**src/rtl/timer_alarm_pkg.sv**
```systemverilog
// Shared constants, register map and per-channel state for the alarm timer.
package timer_alarm_pkg;

  localparam int unsigned CNT_W_MAX = 16;
  localparam int unsigned DATA_W    = 16;
  localparam int unsigned TIME_W    = 16;
  localparam int unsigned ADDR_W    = 5;

  localparam logic [1:0] REG_CTRL   = 2'd0;
  localparam logic [1:0] REG_RELOAD = 2'd1;
  localparam logic [1:0] REG_COUNT  = 2'd2;

  localparam int unsigned CTRL_ENABLE   = 0;
  localparam int unsigned CTRL_PERIODIC = 1;
  localparam int unsigned CTRL_PENDING  = 2;
  localparam int unsigned CTRL_IRQ_EN   = 3;

  typedef struct packed {
    logic                 enable;
    logic                 periodic;
    logic                 pending;
    logic                 irq_en;
    logic [CNT_W_MAX-1:0] reload;
    logic [CNT_W_MAX-1:0] count;
  } chan_state_t;

  // CTRL register image as seen on the bus; unused bits read 0.
  function automatic logic [DATA_W-1:0] ctrl_word(input chan_state_t s);
    logic [DATA_W-1:0] w;
    w                = '0;
    w[CTRL_ENABLE]   = s.enable;
    w[CTRL_PERIODIC] = s.periodic;
    w[CTRL_PENDING]  = s.pending;
    w[CTRL_IRQ_EN]   = s.irq_en;
    return w;
  endfunction

endpackage

```
**src/rtl/timer_alarm_channel.sv**
```systemverilog
// One countdown alarm channel: CTRL/RELOAD registers, countdown and pending flag.
module timer_alarm_channel
  import timer_alarm_pkg::*;
#(
  parameter int unsigned CNT_W = 16
) (
  input  logic              clock,
  input  logic              reset,
  input  logic              tick,
  input  logic              wr_ctrl,
  input  logic              wr_reload,
  input  logic [DATA_W-1:0] wdata,
  output chan_state_t       state
);

  chan_state_t state_nxt;
  logic        expire_c;
  logic        en_req_c;

  always_ff @(posedge clock or negedge reset) begin
    if (!reset) state <= '0;
    else        state <= state_nxt;
  end

  always_comb begin
    state_nxt = state;
    expire_c  = tick && state.enable && (state.count == CNT_W_MAX'(1));
    en_req_c  = wdata[CTRL_ENABLE] && (state.reload != '0);

    if (tick && state.enable) begin
      if (expire_c) begin
        if (state.periodic) begin
          state_nxt.count = state.reload;
        end else begin
          state_nxt.count  = '0;
          state_nxt.enable = 1'b0;
        end
      end else begin
        state_nxt.count = state.count - CNT_W_MAX'(1);
      end
    end

    // CTRL write overrides the countdown: an arming write loads, a disarming write freezes.
    if (wr_ctrl) begin
      state_nxt.periodic = wdata[CTRL_PERIODIC];
      state_nxt.irq_en   = wdata[CTRL_IRQ_EN];
      if (en_req_c && !state_nxt.enable) begin
        state_nxt.count = state.reload;
      end else if (!wdata[CTRL_ENABLE] && state.enable) begin
        state_nxt.count = state.count;
      end
      state_nxt.enable = en_req_c;
      if (wdata[CTRL_PENDING]) state_nxt.pending = 1'b0;
    end

    if (wr_reload) state_nxt.reload = CNT_W_MAX'(wdata[CNT_W-1:0]);

    // Expiry beats a same-cycle clear.
    if (expire_c) state_nxt.pending = 1'b1;
  end

endmodule

```
**src/rtl/timer_alarm.sv**
```systemverilog
// Alarm timer top: tick detection on time_ms4, register bus decode/read mux, irq.
module timer_alarm
  import timer_alarm_pkg::*;
#(
  parameter int unsigned CHANNELS = 4,
  parameter int unsigned CNT_W    = 16
) (
  input  logic              clock,
  input  logic              reset,
  input  logic [TIME_W-1:0] time_ms4,
  input  logic [ADDR_W-1:0] bus_addr,
  input  logic              bus_wr,
  input  logic              bus_rd,
  input  logic [DATA_W-1:0] bus_wdata,
  output logic [DATA_W-1:0] bus_rdata,
  output logic              bus_rvalid,
  output logic              irq
);

  logic [TIME_W-1:0] prev_ms4;
  logic              tick_armed;
  logic              tick_c;
  logic [2:0]        ch_idx;
  logic [1:0]        reg_idx;
  logic              ch_valid_c;
  logic [DATA_W-1:0] rdata_c;
  logic              irq_c;
  chan_state_t       sel_c;
  chan_state_t       ch_state [CHANNELS];

  assign ch_idx     = bus_addr[4:2];
  assign reg_idx    = bus_addr[1:0];
  assign ch_valid_c = 32'(ch_idx) < CHANNELS;

  // Only an exact +1 step (mod 2^16) counts; any other change just resyncs.
  assign tick_c = tick_armed && (time_ms4 == prev_ms4 + TIME_W'(1));

  for (genvar i = 0; i < CHANNELS; i++) begin : g_ch
    logic wr_ctrl_c;
    logic wr_reload_c;
    assign wr_ctrl_c   = bus_wr && (ch_idx == 3'(i)) && (reg_idx == REG_CTRL);
    assign wr_reload_c = bus_wr && (ch_idx == 3'(i)) && (reg_idx == REG_RELOAD);

    timer_alarm_channel #(.CNT_W(CNT_W)) u_ch (
      .clock     (clock),
      .reset     (reset),
      .tick      (tick_c),
      .wr_ctrl   (wr_ctrl_c),
      .wr_reload (wr_reload_c),
      .wdata     (bus_wdata),
      .state     (ch_state[i])
    );
  end

  always_comb begin
    sel_c   = '0;
    rdata_c = '0;
    irq_c   = 1'b0;
    for (int i = 0; i < CHANNELS; i++) begin
      if (ch_idx == 3'(i)) sel_c = ch_state[i];
      irq_c = irq_c | (ch_state[i].pending & ch_state[i].irq_en);
    end
    if (ch_valid_c) begin
      case (reg_idx)
        REG_CTRL:   rdata_c = ctrl_word(sel_c);
        REG_RELOAD: rdata_c = DATA_W'(sel_c.reload);
        REG_COUNT:  rdata_c = DATA_W'(sel_c.count);
        default:    rdata_c = '0;
      endcase
    end
  end

  always_ff @(posedge clock or negedge reset) begin
    if (!reset) begin
      prev_ms4   <= '0;
      tick_armed <= 1'b0;
      bus_rdata  <= '0;
      bus_rvalid <= 1'b0;
      irq        <= 1'b0;
    end else begin
      prev_ms4   <= time_ms4;
      tick_armed <= 1'b1;
      bus_rvalid <= bus_rd;
      if (bus_rd) bus_rdata <= rdata_c;
      irq        <= irq_c;
    end
  end

endmodule

```
**config.mk**
```make
export PLATFORM = sky130hd
export DESIGN_NAME = timer_alarm
export DESIGN_NICKNAME = d
export VERILOG_FILES = /design/src/rtl/timer_alarm_pkg.sv /design/src/rtl/timer_alarm_channel.sv /design/src/rtl/timer_alarm.sv
export SDC_FILE = /design/constraint.sdc
export NUM_CORES = 1
export LEC_CHECK = 0
export BUFFER_PORTS_ARGS = -buffer_cell sky130_fd_sc_hd__buf_2
export CORE_ASPECT_RATIO = 0.6
export CORE_MARGIN = 2
export CORE_UTILIZATION = 50
export CTS_BUF_LIST = sky130_fd_sc_hd__clkbuf_4 sky130_fd_sc_hd__clkbuf_8
export DETAILED_ROUTE_END_ITERATION = 6
export PLACE_DENSITY = 0.67
export SYNTH_ARGS = -nofsm -noshare
export SYNTH_HDL_FRONTEND = slang
export SYNTH_SLANG_ARGS = --single-unit
```
**constraint.sdc**
```tcl
create_clock -name clock -period 3.1 [get_ports clock]
set_input_delay 0.31 -clock clock [delete_from_list [all_inputs] [get_ports clock]]
set_output_delay 0.31 -clock clock [all_outputs]
set_load 0.01 [all_outputs]
```
==> summary.txt, run 1 <==
Power
  • Switch share: 0.381
  • Internal: 0.00418 W
  • Part of the power in the clock network: 0.247
  • Sequential Power Share: 0.483
  • Gate power share: 0.270
  • Power per Cell Area: 525 nW/um2
  • Static Leak: 5.54 nW
  • NetSw: 0.00258 W
  • Max VDD drop: approximately 0.32 mV

CTS
  • CTS tree: built
  • CTS Buf Count: 17
  • Clock sinks: 179
  • Clock buffer depth: 2
  • Worst skew pair latency: 0.50 ns
  • Htree depth: 4
  • Register clock-pin slew on the reported worst setup and hold paths: 0.10 ns
  • Clock root buffer: clkbuf_8

Floorplanning
  • Die H: 121 um
  • Initial core utilization: 0.514
  • I/O pin total: 59
  • Core box area: 22,200 um2
  • Die ar.: 24,000 um2
  • Width of the die: approximately 200 um
  • Row count: 42

Logic synthesis
  • Synth Cell Area: ~11,000 um2
  • Synth top area share: 0.393
  • Post-synthesis sequential area ratio: 0.393
  • Main synth FF type: dfrtp_1
  • Yosys cell types: 90
  • Seq cells post-synth: 179
  • Gate Count Post-Synth: 1,251
  • Most numerous cell in the Yosys netlist: dfrtp_1
  • Ys Warns: 0
  • Post-synth EDFFs: 0
  • Syn_area_per_cell: 9.11 um2
  • FFs w/ async S/R, synth: 1.00
  • Syn Nets: 1,301
  • Top post-synthesis cells by area: dfrtp_1 (39%), mux2_2 (6.9%), a21oi_1 (4.6%), nand2_1 (3.1%), a22oi_1 (3.0%)
  • Most frequent cells after synthesis: dfrtp_1 (179), a21oi_1 (104), nand2_1 (93)
  • Largest area contributor in the netlist: dfrtp_1

Final layout
  • Area growth from synthesis to layout: 12.9%
  • Fin util: 0.580
  • Post-Layout Cell Count: approximately 1,700
  • # fillers: about 2,000
  • N_diodes: 0
  • Fin nets: 1,386
  • Layout cells sized above 1: 0.211

Worst setup path
  • Critical path buffers and inverters: 2
  • Top delay family on crit path: simple AND/OR/NAND/NOR gates
  • Setup CP Type: register to register
  • Crit path largest cell delay: ~0.56 ns
  • CP Launch Type: register
  • Worst-path cell chain: inv_1 -> ha_1 -> nor4b_1 -> nand4_1 -> nor3_1 -> a21o_1 -> buf_4 -> nor4_1 -> a221o_1
  • CP required: 3.48 ns
  • Biggest fanout along the worst timing path: 18
  • CP endpoint kind: register
  • CP arrival: ~3.3 ns
  • Slowest CP cell: nor3_1

Global route
  • Total grt overflow: 0
  • Vias in the first global route: 10,200
  • Largest net degree at the start of global routing: 84
  • Initial antenna violation count: 1
  • First-pass GRT wire length: roughly 64 mm
  • Global router's overall resource usage: 0.363

Run status
  • Failing checks: DRC
  • Status: finished with violations

Placed design
  • Dpl hpwl: 31.9 mm
  • Port bufs: between 50 and 60
  • Placed insts: 1,606
  • Routability-driven placement congestion ratio: 1.04

Timing
  • Setup Skew: 0.0214 ns
  • Final hold vios: 0
  • RSZ-0062 raised after global routing: false
  • Final setup viols: 0
  • Fin. max-slew vios: 0
  • Relative slew slack: 0.467
  • Max Freq: between 300 and 400 MHz
  • Minimum clock period after layout: 2.96 ns
  • Measured slew at the worst slew-check pin: 0.797 ns
  • Final Cycle Share: 0.955
  • Setup Total Neg Slack: 0 ns
  • Min Hold Slack: around 0.057 ns

Routing
  • Via count: 11,400
  • DR pass1 iterations: 7
  • WL/cell: 25.7 um
  • Routed WL: roughly 43 mm
  • Via-to-Cell Ratio: 6.86
  • Drt drc: 1
  • DRT iter0 DRCs: 1,972
  • Antenna-violating nets left: 0

Hold path
  • Class of the worst hold path: input port to register

Job
  • Max cap viols: 0
## placed cells by master (no fill, tap or decap), types with 15 or more instances in the layout
cell	count
nor3_1	31
nor2_1	87
inv_1	37
a22oi_1	45
or3_1	17
a221o_1	29
mux2_2	70
a31oi_1	31
o22ai_1	37
dlygate4sd3_1	16
nor4_1	30
nand3_1	35
nand2_1	93
o21ai_0	57
nand4_1	15
clkbuf_8	18
a21oi_1	104
o211ai_1	15
dfrtp_1	178
buf_2	57
buf_4	80
## cells by family (layout without fill, tap and decap cells)
| group | after synthesis | in the layout | synth area share |
|---|---|---|---|
| fa+ha+maj | 9 | 9 | 0.00988 |
| simple gates | 412 | 412 | 0.198 |
| xor+xnor | 25 | 25 | 0.0209 |
| other cells | 1 | 1 | 0.000329 |
| buf+inv | 127 | 224 | 0.0498 |
| compound gates | 417 | 417 | 0.249 |
| flops | 179 | 179 | 0.393 |
| mux | 81 | 81 | 0.0789 |
## registers in the layout, summed over array words and instances (netlist names)
signal and count:
bus_rdata 16, g_ch.u_ch.state 144, bus_rvalid 1, irq 1
tick_armed 1, prev_ms4 16
## stage by stage
| step | setup WS [ns] | area, um2 | total power, W |
|---|---|---|---|
| detailed placement | 0.143 | 12300 | 0.00499 |
| global route | 0.0265 | 12900 | 0.00705 |
| finish | 0.138 | 12900 | 0.00675 |
| global placement | 0.233 | 12300 | 0.00496 |
| floorplan | 0.573 | 11400 | 0.00420 |
| CTS | 0.110 | 12800 | 0.00665 |
## timing repair
| item | in CTS | in global routing |
|---|---|---|
| setup buffers | 0 | 3 |
| gates resized for setup | 0 | 4 |
| setup endpoints to repair | 0 | 17 |
| endpoints found under the hold margin | 94 | 0 |
| hold buffers | 16 | 0 |
## path summary, 6_finish.rpt
path                                   startpoint                      to  slack [ns]  cells after the start
max                         g_ch[2].u_ch.state[1]  g_ch[2].u_ch.state[12]        0.14                      9
max in group asynchronous                   reset   g_ch[0].u_ch.state[1]        1.91                      3
max reg2reg                 g_ch[2].u_ch.state[1]  g_ch[2].u_ch.state[12]        0.14                      9
min                                   time_ms4[7]             prev_ms4[7]        0.06                      1
min reg2reg                g_ch[1].u_ch.state[33]  g_ch[1].u_ch.state[33]        0.52                      2
min in group asynchronous                   reset            prev_ms4[14]        0.41                      2
## layout make-up
type | instances | area, um2 | area share
clock inverter | 11 | 129 | 0.0100
inverter | 37 | 139 | 0.0108
tap | 308 | 385 | 0.0300
timing repair buffer | 156 | 1100 | 0.0855
clock buffer | 20 | 256 | 0.0199
multi-input combinational | 945 | 6370 | 0.495
sequential | 179 | 4480 | 0.348
## worst register-to-register path, stage by stage, from the launching register on
cell	delay (ns)
dfrtp_1	0.44
inv_1	0.10
ha_1	0.14
nor4b_1	0.48
nand4_1	0.29
nor3_1	0.56
a21o_1	0.22
buf_4	0.25
nor4_1	0.11
a221o_1	0.26
## layer usage
| metal | share of wire | global-route usage |
|---|---|---|
| met4 | 0.015 | 0.0718 |
| met5 | 0 | 0 |
| met1 | 0.45 | 0.560 |
| met3 | 0.16 | 0.174 |
| met2 | 0.37 | 0.447 |
## power groups by stage
stage	clock network (W)	registers, W	logic [W]
5_1_grt	0.00178	0.00329	0.00197
6_report	0.00167	0.00326	0.00182
3_5_place_dp	0	0.00326	0.00173
2_1_floorplan	0	0.00298	0.00123
3_3_place_gp	0	0.00326	0.00170
4_1_cts	0.00168	0.00321	0.00176
Power figures use the tool's default switching activity.
==> run 2: changes to the inputs <==
Settings changed: CORE_ASPECT_RATIO 0.6 to 0.7, CTS_BUF_LIST sky130_fd_sc_hd__clkbuf_4 sky130_fd_sc_hd__clkbuf_8 to sky130_fd_sc_hd__clkbuf_2.
==> summary.txt, run 2 (same netlist as run 1, synthesis figures left out) <==
Worst setup path
  • Most Frequent Cell on Critical Path: dlygate4sd3_1
  • Slowest CP cell: dlygate4sd3_1
  • Critical path buffers and inverters: 4
  • CP endpoint kind: register
  • CP required: 3.84 ns
  • CP arrival: about 3.6 ns
  • Top delay family on crit path: buffers and inverters
  • Setup CP Type: input port to register
  • CP Launch Type: input port
  • Worst-path cell chain: dlygate4sd3_1 -> buf_2 -> nor2_1 -> dlygate4sd3_1 -> nand2_1 -> nor2_2 -> nand3_1 -> nor3_1 -> a21o_1 -> buf_4 -> nor4_1 -> a221o_1
  • Biggest fanout along the worst timing path: 16
  • Crit path largest cell delay: 0.59 ns

Final layout
  • Layout cells sized above 1: 0.197
  • Area growth from synthesis to layout: 12.7%
  • Max reg flops: 144
  • Biggest register: g_ch.u_ch.state
  • Post-Layout Cell Count: about 1,700
  • Commonest non-fill, non-tap cell in the layout: dfrtp_1
  • Fin nets: 1,391
  • Regs by FF count: g_ch.u_ch.state x144, bus_rdata x16, prev_ms4 x16
  • Commonest cells after routing, fill and taps aside: dfrtp_1 (179), a21oi_1 (104), nand2_1 (93)

Power
  • Sequential Power Share: 0.503
  • Part of the power in the clock network: 0.228
  • Max VDD drop: roughly 0.26 mV
  • Static Leak: approximately 5.5 nW
  • NetSw: 0.00245 W
  • Switch share: 0.382
  • Internal: 0.00397 W
  • Power per Cell Area: 501 nW/um2
  • Gate power share: 0.270

Hold path
  • Class of the worst hold path: input port to asynchronous set/reset pin

Routing
  • DR pass1 iterations: 7
  • WL/cell: 23.7 um
  • Via-to-Cell Ratio: 6.65
  • Routed WL: 39.5 mm
  • Antenna-violating nets left: 0
  • Via count: 11,100
  • Drt drc: 5
  • DRT iter0 DRCs: 1,520

Job
  • Max cap viols: 0

Run status
  • Failing checks: DRC
  • Status: finished with violations

CTS
  • Clock root buffer: clkbuf_2
  • CTS tree: built
  • Htree depth: 4
  • Register clock-pin slew on the reported worst setup and hold paths: 0.30 ns
  • Worst skew pair latency: 0.86 ns
  • Clock buffer depth: 2
  • CTS Buf Count: 17
  • Clock sinks: ~180

Timing
  • Final setup viols: 0
  • Final Cycle Share: 0.919
  • Minimum clock period after layout: 2.85 ns
  • Setup Total Neg Slack: 0 ns
  • Final worst slack: about 0.25 ns
  • RSZ-0062 raised after global routing: false
  • Relative slew slack: 0.424
  • Max Freq: about 350 MHz
  • Setup Skew: 0.0487 ns
  • Fin. max-slew vios: 0
  • Min Hold Slack: about 0.027 ns
  • Measured slew at the worst slew-check pin: 0.861 ns
  • Final hold vios: 0

Floorplanning
  • Die H: 130 um
  • Row count: between 40 and 50
  • I/O pin total: 59
  • Die ar.: 24,000 um2
  • Core box area: about 23,000 um2
  • Width of the die: 184 um
  • Initial core utilization: 0.506

Placed design
  • Port bufs: 58
  • Routability-driven placement congestion ratio: 0.946
  • Placed insts: 1,592
  • DP Worst Slack: roughly 0.17 ns
  • Dpl hpwl: approximately 28 mm

Global route
  • Largest net degree at the start of global routing: 91
  • Total grt overflow: 0
  • Global router's overall resource usage: 0.336
  • Vias in the first global route: ~10,000
  • First-pass GRT wire length: 60.8 mm
  • Initial antenna violation count: 1
[run 2: cell count changes in the layout (fill, tap and decap cells not counted), sizes merged]
cell,delta
bufinv,+2
buf,-18
dlygate4sd3,+23
inv,-1
clkinvlp,+2
clkinv,-3
diode,+2
[run 2: repair_timing]
action | CTS | global route
gates resized for setup | 0 | 3
hold buffers | 39 | 0
setup endpoints to repair | 0 | 26
endpoints found under the hold margin | 198 | 0
buffers inserted | 0 | 3
[run 2: through the flow]
stage | util | instance area [um2] | power, W
3_5_place_dp | 0.539 | 12100 | 0.00489
3_3_place_gp | 0.539 | 12100 | 0.00485
4_1_cts | 0.569 | 12800 | 0.00636
6_report | 0.570 | 12800 | 0.00643
5_1_grt | 0.570 | 12800 | 0.00674
2_1_floorplan | - | 11400 | 0.00420
[run 2: worst paths after layout]
kind,startpoint,endpoint,slack [ns],cells past startpoint
setup / recovery,bus_addr[0],g_ch[2].u_ch.state[12],0.25,12
hold / removal,reset,g_ch[0].u_ch.state[7],0.03,2
setup reg to reg,prev_ms4[0],g_ch[3].u_ch.state[12],0.26,10
hold reg to reg,bus_rdata[2],bus_rdata[2],0.54,2
max in group asynchronous,reset,g_ch[2].u_ch.state[11],2.22,3
min in group clock,bus_addr[1],g_ch[0].u_ch.state[32],0.06,6
[run 2: per-layer routing]
metal	up-vias	global-route usage	routed length [um]	share of wire
li1	4927	-	-	-
met1	5403	0.498	17700	0.45
met2	674	0.457	15900	0.40
met3	79	0.112	4820	0.12
met4	0	0.104	1080	0.027
met5	-	0	0	0
[run 2: power groups by stage]
stage	Sequential [W]	Combinational, W	Clock [W]
6_report	0.00323	0.00173	0.00146
5_1_grt	0.00327	0.00191	0.00156
4_1_cts	0.00319	0.00170	0.00147
3_5_place_dp	0.00323	0.00165	0
3_3_place_gp	0.00323	0.00163	0
2_1_floorplan	0.00298	0.00123	0
[run 2: area by class of cell]
class                   instances  area (um2)
clock buffers                  20         100
flip-flops and latches        179        4480
fillers                      2043        9670
diodes                          2        5.00
multi-input cells             945        6360
clock inverters                11         178
inverters                      37         139
well taps                     312         390
repair buffers                161        1180
==> run 3: changes to the inputs <==
Settings changed: CELL_PAD_IN_SITES_DETAIL_PLACEMENT set to 1, CELL_PAD_IN_SITES_GLOBAL_PLACEMENT set to 2, CORE_UTILIZATION 50 to 41, PLACE_DENSITY 0.67 to 0.83.
==> summary.txt, run 3 (same netlist as run 1, synthesis figures left out) <==
Final layout
  • Fin nets: 1,409
  • Commonest cells after routing, fill and taps aside: dfrtp_1 (177), a21oi_1 (104), nand2_1 (93)
  • Fin area: ~13,000 um2
  • Multi-input gate area: 6390 um2
  • # fillers: 3,225
  • Max reg flops: 144
  • Commonest non-fill, non-tap cell in the layout: dfrtp_1
  • FF/Latch Area: 4480 um2
  • Area growth from synthesis to layout: 15.0%
  • Regs by FF count: g_ch.u_ch.state x144, bus_rdata x16, prev_ms4 x16
  • Biggest register: g_ch.u_ch.state
  • Layout cells sized above 1: 0.202

CTS
  • Register clock-pin slew on the reported worst setup and hold paths: 0.26 ns
  • CTS Buf Count: 17
  • Clock root buffer: clkbuf_2
  • CTS tree: built
  • Worst skew pair latency: 0.94 ns
  • Clock buffer depth: 2
  • Htree depth: 4
  • Clock sinks: 179

Timing
  • Final setup viols: 0
  • Setup Skew: between 0.06 and 0.07 ns
  • Min Hold Slack: 0.0618 ns
  • Relative slew slack: 0.383
  • Max Freq: 339 MHz
  • Final worst slack: 0.147 ns
  • Measured slew at the worst slew-check pin: 0.922 ns
  • Setup Total Neg Slack: 0 ns
  • Minimum clock period after layout: 2.95 ns
  • Final hold vios: 0
  • Fin. max-slew vios: 0
  • Final Cycle Share: 0.953
  • RSZ-0062 raised after global routing: false

Routing
  • Via count: about 11,000
  • Routed WL: 44.9 mm
  • WL/cell: between 20 and 30 um
  • DR pass1 iterations: 7
  • Drt drc: 0
  • Via-to-Cell Ratio: 6.43
  • DRT iter0 DRCs: roughly 1,100
  • Antenna-violating nets left: 0

Floorplanning
  • Initial core utilization: 0.413
  • Width of the die: 203 um
  • Die H: roughly 140 um
  • Die ar.: 29,200 um2
  • Row count: 51
  • Core box area: 27,600 um2
  • I/O pin total: 59

Global route
  • Largest net degree at the start of global routing: 76
  • Initial antenna violation count: 2
  • Global router's overall resource usage: 0.313
  • First-pass GRT wire length: between 60 and 70 mm
  • Total grt overflow: 0
  • Vias in the first global route: 11,100

Worst setup path
  • Setup CP Type: register to register
  • Biggest fanout along the worst timing path: 7
  • FF-to-FF Start: prev_ms4[0]
  • Worst reg2reg path endpoint: g_ch[3].u_ch.state[10]
  • CP endpoint kind: register
  • CP arrival: approximately 3.8 ns
  • Flop-to-flop setup slack: 0.15 ns
  • CP Launch Type: register
  • Reg2reg path depth: 8
  • CP required: 3.94 ns

Power
  • Power per Cell Area: 501 nW/um2
  • Static Leak: 5.57 nW
  • Max VDD drop: 0.288 mV
  • Tot Pwr: approximately 0.0066 W

Placed design
  • DP Worst Slack: 0.102 ns
  • Routability-driven placement congestion ratio: 0.937
  • Dpl hpwl: 32.3 mm
  • Port bufs: 58
  • Area after DPL: 12,300 um2

Hold path
  • Class of the worst hold path: input port to register
  • Hold path depth: 2
  • Worst Hold Path EP: prev_ms4[11]
  • Startpoint of the worst hold path: time_ms4[11]

Job
  • Max cap viols: 0

Run status
  • Status: finished, final reports clean
[run 3: changes by cell type in the layout (fill, tap and decap cells not counted), sizes merged]
cell         delta
clkbuf          -2
clkinv          +1
buf             +7
and4            +1
dlygate4sd3    +10
[run 3: power by group]
group / internal, W / switching [W]
combinational: 0.000819 / 0.00104
clock: 0.000531 / 0.000937
sequential: 0.00265 / 0.000590
total: 0.00400 / 0.00257
[run 3: metrics by stage]
| stage | utilization | std cells |
|---|---|---|
| after floorplan | - | 1251 |
| after global placement | 0.445 | 1658 |
| after detailed placement | 0.445 | 1658 |
| after CTS | 0.473 | 1737 |
| after global routing | 0.475 | 1743 |
| final | 0.475 | 1743 |
[run 3: area by class of cell]
class                      instances  share of cell area
multi-input combinational        946               0.487
sequential                       179               0.342
timing repair buffer             178               0.104
tap                              371              0.0354
clock inverter                    12              0.0137
inverter                          37              0.0106
clock buffer                      18             0.00687
antenna                            2            0.000382
[run 3: what timing repair did]
action / CTS / global route
hold endpoints to repair: 269 / 0
hold buffers: 49 / 0
setup endpoints to repair: 0 / 35
buffers inserted: 0 / 3
gates resized for setup: 0 / 7
[run 3: routing by layer]
metal	GRT usage	vias to the layer above	wire length, um
met5	0	-	0
met4	0.101	0	1100
met3	0.0853	68	4360
met2	0.441	516	18500
met1	0.459	5651	21000
li1	-	4965	-
[run 3: worst max path at each step]
stage / from / end / slack (ns) / depth (start not counted)
2_1_floorplan: prev_ms4[0] / g_ch[0].u_ch.state[5] / 0.57 / 9
3_3_place_gp: prev_ms4[2] / g_ch[3].u_ch.state[12] / 0.21 / 8
3_5_place_dp: prev_ms4[0] / g_ch[3].u_ch.state[12] / 0.10 / 9
4_1_cts: prev_ms4[0] / g_ch[3].u_ch.state[12] / 0.06 / 9
5_1_grt: prev_ms4[0] / g_ch[3].u_ch.state[12] / 0.01 / 10
6_report: prev_ms4[0] / g_ch[3].u_ch.state[10] / 0.15 / 8
[run 3: worst max-delay path: stages (launching register included)]
cell      delay, ns
dfrtp_2        0.49
ha_2           0.24
or3_1          0.38
a31oi_1        0.26
o2111a_1       0.34
and4_4         0.37
nand2_1        0.16
or4b_1         0.57
o211ai_1       0.10
